`src/rtl/warp_sched_pkg.sv`:
```
// Shared warp scheduler types and constants.
// Used by the stall tracker and its per-warp slots.
package warp_sched_pkg;

  localparam int NUM_WARPS = 32;
  localparam int WIDX      = 5;

  typedef logic [WIDX-1:0] warp_idx_t;

  typedef enum logic [1:0] {
    IDLE,
    ALU_WAIT,
    MEM_WAIT
  } stall_state_t;

endpackage

```
`src/rtl/warp_stall_slot.sv`:
```
// One warp's stall state: idle, fixed-latency countdown or memory wait.
// Legality is judged against the state held at the start of the cycle.
module warp_stall_slot #(
  parameter int CNT_W = 4
) (
  input  logic             clk,
  input  logic             reset,
  input  logic             issue_hit_i,
  input  logic             issue_mem_i,
  input  logic [CNT_W-1:0] issue_lat_i,
  input  logic             done_hit_i,
  output logic             stalled_o,
  output logic             mem_start_o,
  output logic             mem_end_o,
  output logic             err_dbl_o,
  output logic             err_spur_o
);
  import warp_sched_pkg::*;

  stall_state_t     state_q;
  logic [CNT_W-1:0] cnt_q;
  logic             err_dbl_q;
  logic             err_spur_q;
  logic             in_mem;
  logic             issue_ok;

  assign in_mem      = (state_q == MEM_WAIT);
  assign stalled_o   = (state_q != IDLE);
  assign issue_ok    = issue_hit_i & ~stalled_o;
  assign mem_start_o = issue_ok & issue_mem_i;
  assign mem_end_o   = done_hit_i & in_mem;
  assign err_dbl_o   = err_dbl_q;
  assign err_spur_o  = err_spur_q;

  always_ff @(posedge clk) begin
    if (reset) begin
      state_q    <= IDLE;
      cnt_q      <= '0;
      err_dbl_q  <= 1'b0;
      err_spur_q <= 1'b0;
    end else begin
      err_dbl_q  <= issue_hit_i & stalled_o;
      err_spur_q <= done_hit_i & ~in_mem;
      unique case (state_q)
        IDLE: begin
          if (issue_ok) begin
            if (issue_mem_i) begin
              state_q <= MEM_WAIT;
            end else if (issue_lat_i != '0) begin
              state_q <= ALU_WAIT;
              cnt_q   <= issue_lat_i;
            end
          end
        end
        ALU_WAIT: begin
          cnt_q <= cnt_q - 1'b1;
          if (cnt_q == CNT_W'(1)) begin
            state_q <= IDLE;
          end
        end
        MEM_WAIT: begin
          if (mem_end_o) begin
            state_q <= IDLE;
          end
        end
        default: begin
          state_q <= IDLE;
          cnt_q   <= '0;
        end
      endcase
    end
  end

endmodule

```
`src/rtl/warp_stall_tracker.sv`:
```
// Per-warp stall vector feeding the scheduler's eligibility check.
// Optional WARP_STALL_PERF_EN adds an all-warps-stalled cycle counter.
module warp_stall_tracker #(
  parameter int NUM_WARPS = 32,
  parameter int WIDX      = 5,
  parameter int CNT_W     = 4
) (
  input  logic                 clk,
  input  logic                 reset,
  input  logic                 issue_valid,
  input  logic [WIDX-1:0]      issue_warp,
  input  logic                 issue_mem,
  input  logic [CNT_W-1:0]     issue_lat,
  input  logic                 mem_done_valid,
  input  logic [WIDX-1:0]      mem_done_warp,
  output logic [NUM_WARPS-1:0] warp_stalled,
  output logic [WIDX:0]        mem_outstanding,
  output logic                 err_double_issue,
  output logic                 err_spurious_done
`ifdef WARP_STALL_PERF_EN
  ,
  output logic [31:0]          stall_all_cycles
`endif
);
  import warp_sched_pkg::*;

  logic [NUM_WARPS-1:0] issue_hit;
  logic [NUM_WARPS-1:0] done_hit;
  logic [NUM_WARPS-1:0] mem_start;
  logic [NUM_WARPS-1:0] mem_end;
  logic [NUM_WARPS-1:0] err_dbl;
  logic [NUM_WARPS-1:0] err_spur;
  logic [WIDX:0]        outst_q;
  logic [WIDX:0]        outst_d;
  logic                 mem_inc;
  logic                 mem_dec;

  // Indices wrap modulo NUM_WARPS so a non power-of-two count stays safe
  always_comb begin
    issue_hit = '0;
    done_hit  = '0;
    for (int w = 0; w < NUM_WARPS; w++) begin
      issue_hit[w] = issue_valid &&
        ((32'(issue_warp) % 32'(NUM_WARPS)) == 32'(w));
      done_hit[w]  = mem_done_valid &&
        ((32'(mem_done_warp) % 32'(NUM_WARPS)) == 32'(w));
    end
  end

  for (genvar g = 0; g < NUM_WARPS; g++) begin : g_slot
    warp_stall_slot #(.CNT_W(CNT_W)) u_slot (
      .clk         (clk),
      .reset       (reset),
      .issue_hit_i (issue_hit[g]),
      .issue_mem_i (issue_mem),
      .issue_lat_i (issue_lat),
      .done_hit_i  (done_hit[g]),
      .stalled_o   (warp_stalled[g]),
      .mem_start_o (mem_start[g]),
      .mem_end_o   (mem_end[g]),
      .err_dbl_o   (err_dbl[g]),
      .err_spur_o  (err_spur[g])
    );
  end

  assign mem_inc = |mem_start;
  assign mem_dec = |mem_end;

  always_comb begin
    outst_d = outst_q;
    unique case (1'b1)
      mem_inc && !mem_dec: outst_d = outst_q + 1'b1;
      mem_dec && !mem_inc: outst_d = outst_q - 1'b1;
      default:             outst_d = outst_q;
    endcase
  end

  always_ff @(posedge clk) begin
    if (reset) begin
      outst_q <= '0;
    end else begin
      outst_q <= outst_d;
    end
  end

  assign mem_outstanding   = outst_q;
  assign err_double_issue  = |err_dbl;
  assign err_spurious_done = |err_spur;

`ifdef WARP_STALL_PERF_EN
  logic [31:0] perf_q;

  always_ff @(posedge clk) begin
    if (reset) begin
      perf_q <= '0;
    end else if ((&warp_stalled) && !(&perf_q)) begin
      perf_q <= perf_q + 32'd1;
    end
  end

  assign stall_all_cycles = perf_q;
`else
  // Counter and port are compiled out in the default build
`endif

endmodule
```
`config.mk`:
```
export PLATFORM = sky130hd
export DESIGN_NAME = warp_stall_tracker
export DESIGN_NICKNAME = d
export VERILOG_FILES = /design/src/rtl/warp_sched_pkg.sv /design/src/rtl/warp_stall_slot.sv /design/src/rtl/warp_stall_tracker.sv
export SDC_FILE = /design/constraint.sdc
export NUM_CORES = 1
export LEC_CHECK = 0
export ABC_CLOCK_PERIOD_IN_PS = 5500
export BUFFER_PORTS_ARGS = -buffer_cell sky130_fd_sc_hd__buf_2
export CAP_MARGIN = 5
export CORE_AREA = 2 2 158 160
export DETAILED_ROUTE_END_ITERATION = 8
export DIE_AREA = 0 0 160 162
export HOLD_SLACK_MARGIN = 0.03
export PLACE_DENSITY = 0.8
export SLEW_MARGIN = 20
export SYNTH_ARGS = -nofsm -noshare
export SYNTH_HDL_FRONTEND = slang
export SYNTH_SLANG_ARGS = --single-unit
```
`constraint.sdc`:
```
create_clock -name clk -period 5.5 [get_ports clk]
set_input_delay 1.1 -clock clk [delete_from_list [all_inputs] [get_ports clk]]
set_output_delay 1.1 -clock clk [all_outputs]
set_load 0.05 [all_outputs]
```
==> out/results.ini, run 1 <==
[run_status]
outcome=finished, final reports clean

[sta]
slew_headroom_pct=22.63
setup_ws_ns=1.150
hold_viol_final=0
fin_worst_skew_ns=0.01350
rsz0062_at_grt=false
period_share_pct=79.10
worst-slew-pin-transition_ns=1.152
period_minus_slack_ns=4.350
drv_slew=0
timing.setup.tns_ns=0
fin_hold_ws_ns=0.4711
setup_viol=0
fmax_mhz=229.9

[drt]
ant_nets=0
initialDrtViolationCount=1625
finalWirelength_mm=47.05
first_pass_iters=6
viasPerCell=6.559
drc=0
vias=14390
wl_per_cell_um=21.45

[yosys]
ys.warnings.count=0
syn_inst=1888
synth_area_sq_um=14950
synthArstFlopShare_pct=0
synth_top_family_by_area=simple AND/OR/NAND/NOR gates
synthAdderAreaFrac_pct=5.910
synth_edf_count=0
yosysUniqueCellTypes=72
synth_ff_type=dfxtp_1
synth_compound_area_share_pct=19.53
synthXorXnorAreaFrac_pct=3.165
seq_area_frac_synth_pct=35.09
avgSynthCellArea_sq_um=7.916
synth.area.mux_share_pct=1.415
ys_seq_elements=262
syn_nets=1977
synthSimpleGateAreaFrac_pct=26.37

[grt]
antenna_found_initial=0
grt_use_total_pct=35.25
grt_pass1_vias=13270
grt_pass1_wl_mm=73.00
overflow=0
grt_max_degree=76

[clocking]
ctsRootBufferMaster=clkbuf_16
cts_hold_buf=0
clk_pin_slew_ns=0.06
post_cts_buffers=0
cts_resized=0
clock_latency_ns=0.56
clkSinkCount=262
clk_path_buf_depth=3
ctsHtreeMaxLevel=1
tritoncts=yes
cts_made_buffers=30

[final_layout]
fin_nets=1935
final_cell_mix=262 x dfxtp_1, 181 x nor2_1, 146 x inv_1, 142 x nand2_1, 110 x nor3_1
finalNonFillerCells=2194
syn2layout_area_growth_pct=8.070
drive_gt1_share_pct=9.358
layout_commonest_cell=dfxtp_1
n_antenna_cell=0
design_area_sq_um=16150

[critical_path]
cp-start-kind=primary input
criticalPathCategory=primary input to register
cp.required_ns=5.98
crit_path_end_kind=register
critPathMaxFanout=18
critPathArrivalTime_ns=4.83
r2r_setup_slack_ns=1.46

[pwr]
peakVddDrop_uv=184.9
pwr_density_cell_nw_per_um2=268.8
p_leak_nw=5.655

[floorplan]
start_util_pct=62.00
ios=59
die_w_um=160
core_sq_um=24110
dieHeight_um=162
core.rowCount=57
dieArea_sq_um=25920

[placement]
portBuffers=58
place_inst=2138
place_ws_ns=0.6955
routabilityCongestion=1.035
hpwlAfterDp_mm=33.35
dpl-instance-area_sq_um=15110

[flow_run]
maxCapViolations=0

[min_path]
hp-class=register to register

kinds of logic (layout without fill, tap and decap cells):
logic type,after synthesis,in the layout
DFF,262,262
muxes,21,21
adders and majority gates,70,70
AOI/OAI and AO/OA,432,432
buffers and inverters,305,287
xor gates and xnor gates,54,54
and+or+nand+nor,744,744
power breakdown:
group	leakage, nW	internal, W	total [W]	switching (W)
Combinational	3.04	0.0000940	0.000328	0.000234
Clock	0.505	0.00125	0.00207	0.000819
Sequential	2.11	0.00192	0.00194	0.0000236
path summary, 6_finish.rpt:
path / depth (start not counted) / start / end
worst min-delay path: 2 / g_slot[14].u_slot.cnt_q[1]$_SDFFE_PP0P_ / g_slot[14].u_slot.cnt_q[1]$_SDFFE_PP0P_
worst min register to register: 2 / g_slot[14].u_slot.cnt_q[1]$_SDFFE_PP0P_ / g_slot[14].u_slot.cnt_q[1]$_SDFFE_PP0P_
worst max-delay path: 13 / issue_warp[2] / mem_outstanding[5]$_SDFFE_PP0P_
worst max register to register: 12 / g_slot[11].u_slot.state_q[0]$_SDFFE_PP0P_ / mem_outstanding[5]$_SDFFE_PP0P_
worst max-delay path, stage by stage:
cell     delay (ns)
buf_2          0.27
or4b_2         0.39
nor2_1         0.11
a22oi_1        0.28
nand4_1        0.13
o41ai_1        0.68
ha_1           0.42
ha_1           0.28
a21o_1         0.19
a31oi_1        0.26
mux2_2         0.39
a31o_2         0.20
a21oi_1        0.12
per-stage QoR:
| step | util, % | total power (W) |
|---|---|---|
| 6_report | 67.00 | 0.004341 |
| 3_5_place_dp | 62.70 | 0.002297 |
| 4_1_cts | 67.00 | 0.004355 |
| 3_3_place_gp | 62.70 | 0.002290 |
| 5_1_grt | 67.00 | 0.004451 |
| 2_1_floorplan | - | 0.002206 |
sequential cells by signal (all words and copies together), names as in the netlist:
signal                    flops
g_slot.u_slot.state_q        64
mem_outstanding               6
g_slot.u_slot.err_spur_o     32
g_slot.u_slot.cnt_q         128
g_slot.u_slot.err_dbl_o      32
cells in the mapped netlist, types with 13 or more instances:
master,n,area [sq um]
nor4_1,75,469.2
o2bb2ai_1,22,192.7
ha_1,69,863.3
nor2_1,182,683.2
a32o_1,14,140.1
nor2b_1,26,162.7
inv_1,147,551.8
nand2b_1,21,131.4
or2_2,19,118.9
buf_4,32,240.2
o21ai_0,64,320.3
nand4_1,17,106.4
nor3b_1,17,127.6
or3_1,33,206.5
dfxtp_1,262,5245
xnor2_1,42,367.9
clkbuf_1,110,412.9
nand3_1,17,85.08
nor3_1,110,550.5
a2111oi_0,13,113.9
o32ai_1,30,262.8
nand2_1,142,533.0
a211oi_1,29,217.7
mux2i_1,20,200.2
a31oi_1,65,406.6
a21oi_1,105,525.5
o22ai_1,19,118.9
final cells by class:
cell class | count | area (sq um)
repair buffers | 81 | 469.2
flip-flops and latches | 262 | 5245
clock buffers | 43 | 880.8
fillers | 2115 | 7954
multi-input cells | 1321 | 8431
clock inverters | 13 | 157.7
inverters | 150 | 563.0
well taps | 324 | 405.4
routing by layer:
layer	vias to the layer above	track usage, %	wire length [um]	part of all wire [%]
li1	6678	-	-	-
met3	149	9.551	5256	11
met5	-	0	0	0
met2	785	56.63	21000	45
met4	0	14.29	1948	4.1
met1	6779	45.20	18850	40
No activity file was read; power rests on OpenSTA's default activity.
==> run 2, diff against run 1 <==
--- a/config.mk
+++ b/config.mk
@@ -5,7 +5,7 @@
 export SDC_FILE = /design/constraint.sdc
 export NUM_CORES = 1
 export LEC_CHECK = 0
-export ABC_CLOCK_PERIOD_IN_PS = 5500
+export ABC_CLOCK_PERIOD_IN_PS = 4100
 export BUFFER_PORTS_ARGS = -buffer_cell sky130_fd_sc_hd__buf_2
 export CAP_MARGIN = 5
 export CORE_AREA = 2 2 158 160
==> constraint.sdc (replaced) <==
create_clock -name clk -period 4.1 [get_ports clk]
set_input_delay 0.82 -clock clk [delete_from_list [all_inputs] [get_ports clk]]
set_output_delay 0.82 -clock clk [all_outputs]
set_load 0.05 [all_outputs]
==> run 2 against run 1 <==
  * Combinational power up 49%
  * Setup slack worse by 0.96 ns
  * Critical path depth rose by 1
  * Count of clock-buffer cells in the layout decreased by 8
  * Register-to-register slack lost 1.2 ns
  * Total power grew 36%
  * Via count is 2.6% higher
  * Largest power group unchanged
  * Highest routed layer unchanged
==> out/results.ini, run 2 (synthesis results as in run 1) <==
[final_layout]
fillCellCount=1999  ; -5.5%
largest_reg_flops=128  ; unchanged
regMostFlops=g_slot.u_slot.cnt_q
ff_latch_area_sq_um=5245  ; unchanged
syn2layout_area_growth_pct=13.69
final_cell_mix=262 x dfxtp_1, 181 x nor2_1, 146 x inv_1, 142 x nand2_1, 129 x buf_4
fin_nets=2041  ; +5.5%
layout_commonest_cell=dfxtp_1
top_regs=g_slot.u_slot.cnt_q: 128 flops, g_slot.u_slot.state_q: 64 flops
drive_gt1_share_pct=14.39  ; +5.0 points
design_area_sq_um=16990  ; +5.2%
multi_input_area_sq_um=8437  ; about the same

[clocking]
clk_path_buf_depth=3  ; unchanged
cts_made_buffers=28  ; -6.7%
post_cts_buffers=0  ; unchanged
ctsRootBufferMaster=clkbuf_16
cts_resized=0  ; unchanged
ctsHtreeMaxLevel=1  ; unchanged
tritoncts=yes
cts_hold_buf=0  ; unchanged
clk_pin_slew_ns=0.06  ; about the same
clock_latency_ns=0.55  ; about the same
clkSinkCount=262  ; unchanged

[sta]
hold_viol_final=0  ; unchanged
worst-slew-pin-transition_ns=1.120  ; -0.03166 ns
period_minus_slack_ns=3.912
fin_worst_skew_ns=0.01084  ; -0.002659 ns
setup_viol=0  ; unchanged
rsz0062_at_grt=false
period_share_pct=95.41
drv_slew=0  ; unchanged
slew_headroom_pct=24.62  ; +2.0 points
fmax_mhz=255.6

[placement]
routabilityCongestion=1.030  ; -0.45%
hpwlAfterDp_mm=33.63  ; +0.85%
dpl-instance-area_sq_um=15950  ; +5.5%
portBuffers=58  ; unchanged

[critical_path]
cp.required_ns=4.59  ; -1.39 ns
cp-start-kind=primary input
criticalPathCategory=primary input to register
critPathArrivalTime_ns=4.40  ; -0.43 ns
crit_path_end_kind=register
critPathMaxFanout=8  ; -10

[pwr]
pwr_density_cell_nw_per_um2=348.7  ; +30%
peakVddDrop_uv=275.5  ; +49%
p_total_w=0.005925  ; +36%
p_leak_nw=6.200  ; +9.6%

[drt]
initialDrtViolationCount=1871  ; +15%
ant_nets=0  ; unchanged
vias=14760  ; +2.6%
drc=0  ; unchanged
wl_per_cell_um=20.71  ; -3.4%
first_pass_iters=6  ; unchanged
viasPerCell=6.422  ; -2.1%
finalWirelength_mm=47.61  ; +1.2%

[flow_run]
maxCapViolations=0  ; unchanged

[floorplan]
ios=59  ; unchanged
start_util_pct=62.00  ; unchanged
dieArea_sq_um=25920  ; unchanged
core.rowCount=57  ; unchanged
die_w_um=160  ; unchanged
dieHeight_um=162  ; unchanged
core_sq_um=24110  ; unchanged

[grt]
grt_max_degree=120  ; +58%
overflow=0  ; unchanged
grt_pass1_vias=13830  ; +4.3%
grt_pass1_wl_mm=75.14  ; +2.9%
grt_use_total_pct=35.91  ; +0.66 points
antenna_found_initial=1  ; +1

[min_path]
hp-class=register to register

[run_status]
outcome=finished, final reports clean

## run 2: changes by cell type in the layout (fill, tap and decap cells not counted), sizes merged, moves of 2 or more
cell	change
clkinvlp	-2
bufinv	+3
clkbuf	-8
clkinv	+4
buf	+108
## run 2: per-layer routing
metal	vias up	track usage, %	share of wire (%)
met2	767	57.18	45
met4	0	17.73	5.2
met5	-	0	0
li1	6892	-	-
met1	6923	47.18	41
met3	182	6.614	9.6
## run 2: power breakdown
part	internal [W]	switching, W	total [W]
clock	0.00174	0.00110	0.00284
sequential	0.00257	0.0000289	0.00260
combinational	0.000160	0.000328	0.000488
total	0.00447	0.00146	0.00592
## run 2: final timing paths
check,start,to,slack [ns],cells past startpoint
min reg2reg,g_slot[7].u_slot.cnt_q[1]$_SDFFE_PP0P_,g_slot[7].u_slot.cnt_q[1]$_SDFFE_PP0P_,0.47,2
max,mem_done_warp[1],mem_outstanding[5]$_SDFFE_PP0P_,0.19,14
min,g_slot[7].u_slot.cnt_q[1]$_SDFFE_PP0P_,g_slot[7].u_slot.cnt_q[1]$_SDFFE_PP0P_,0.47,2
max reg2reg,g_slot[22].u_slot.state_q[1]$_SDFFE_PP0P_,mem_outstanding[5]$_SDFFE_PP0P_,0.25,13
## run 2: cell type report
class	count	area share, %
Multi-Input combinational cell	1321	49.65
Sequential cell	262	30.87
Timing Repair Buffer	189	7.680
Clock buffer	35	4.639
Inverter	150	3.314
Tap cell	324	2.386
Clock inverter	17	1.443
Antenna cell	1	0.01473
## run 2: worst max-delay path: stages
cell and delay [ns]:
buf_2 0.17, nand2b_1 0.28, o32a_1 0.19, o32ai_1 0.10, a2111oi_0 0.35, buf_4 0.19, or4b_1 0.51, ha_1 0.34
ha_1 0.31, a21o_1 0.20, a31oi_1 0.25, mux2_2 0.38, a31o_2 0.20, a21oi_1 0.12
## run 2: stage by stage
| stage | utilization, % | worst slack, ns | TNS (ns) | instances | hold slack, ns |
|---|---|---|---|---|---|
| CTS | 70.45 | 0.2458 | 0 | 2298 | 0.4727 |
| detailed placement | 66.16 | -0.2287 | -0.3891 | 2246 | 0.4646 |
| finish | 70.49 | 0.1880 | 0 | 2299 | 0.4699 |
| global route | 70.49 | 0.01513 | 0 | 2299 | 0.4912 |
| floorplan | - | 0.09625 | 0 | 1888 | 0.4445 |
| global placement | 66.16 | -0.1755 | -0.2730 | 2246 | 0.4568 |
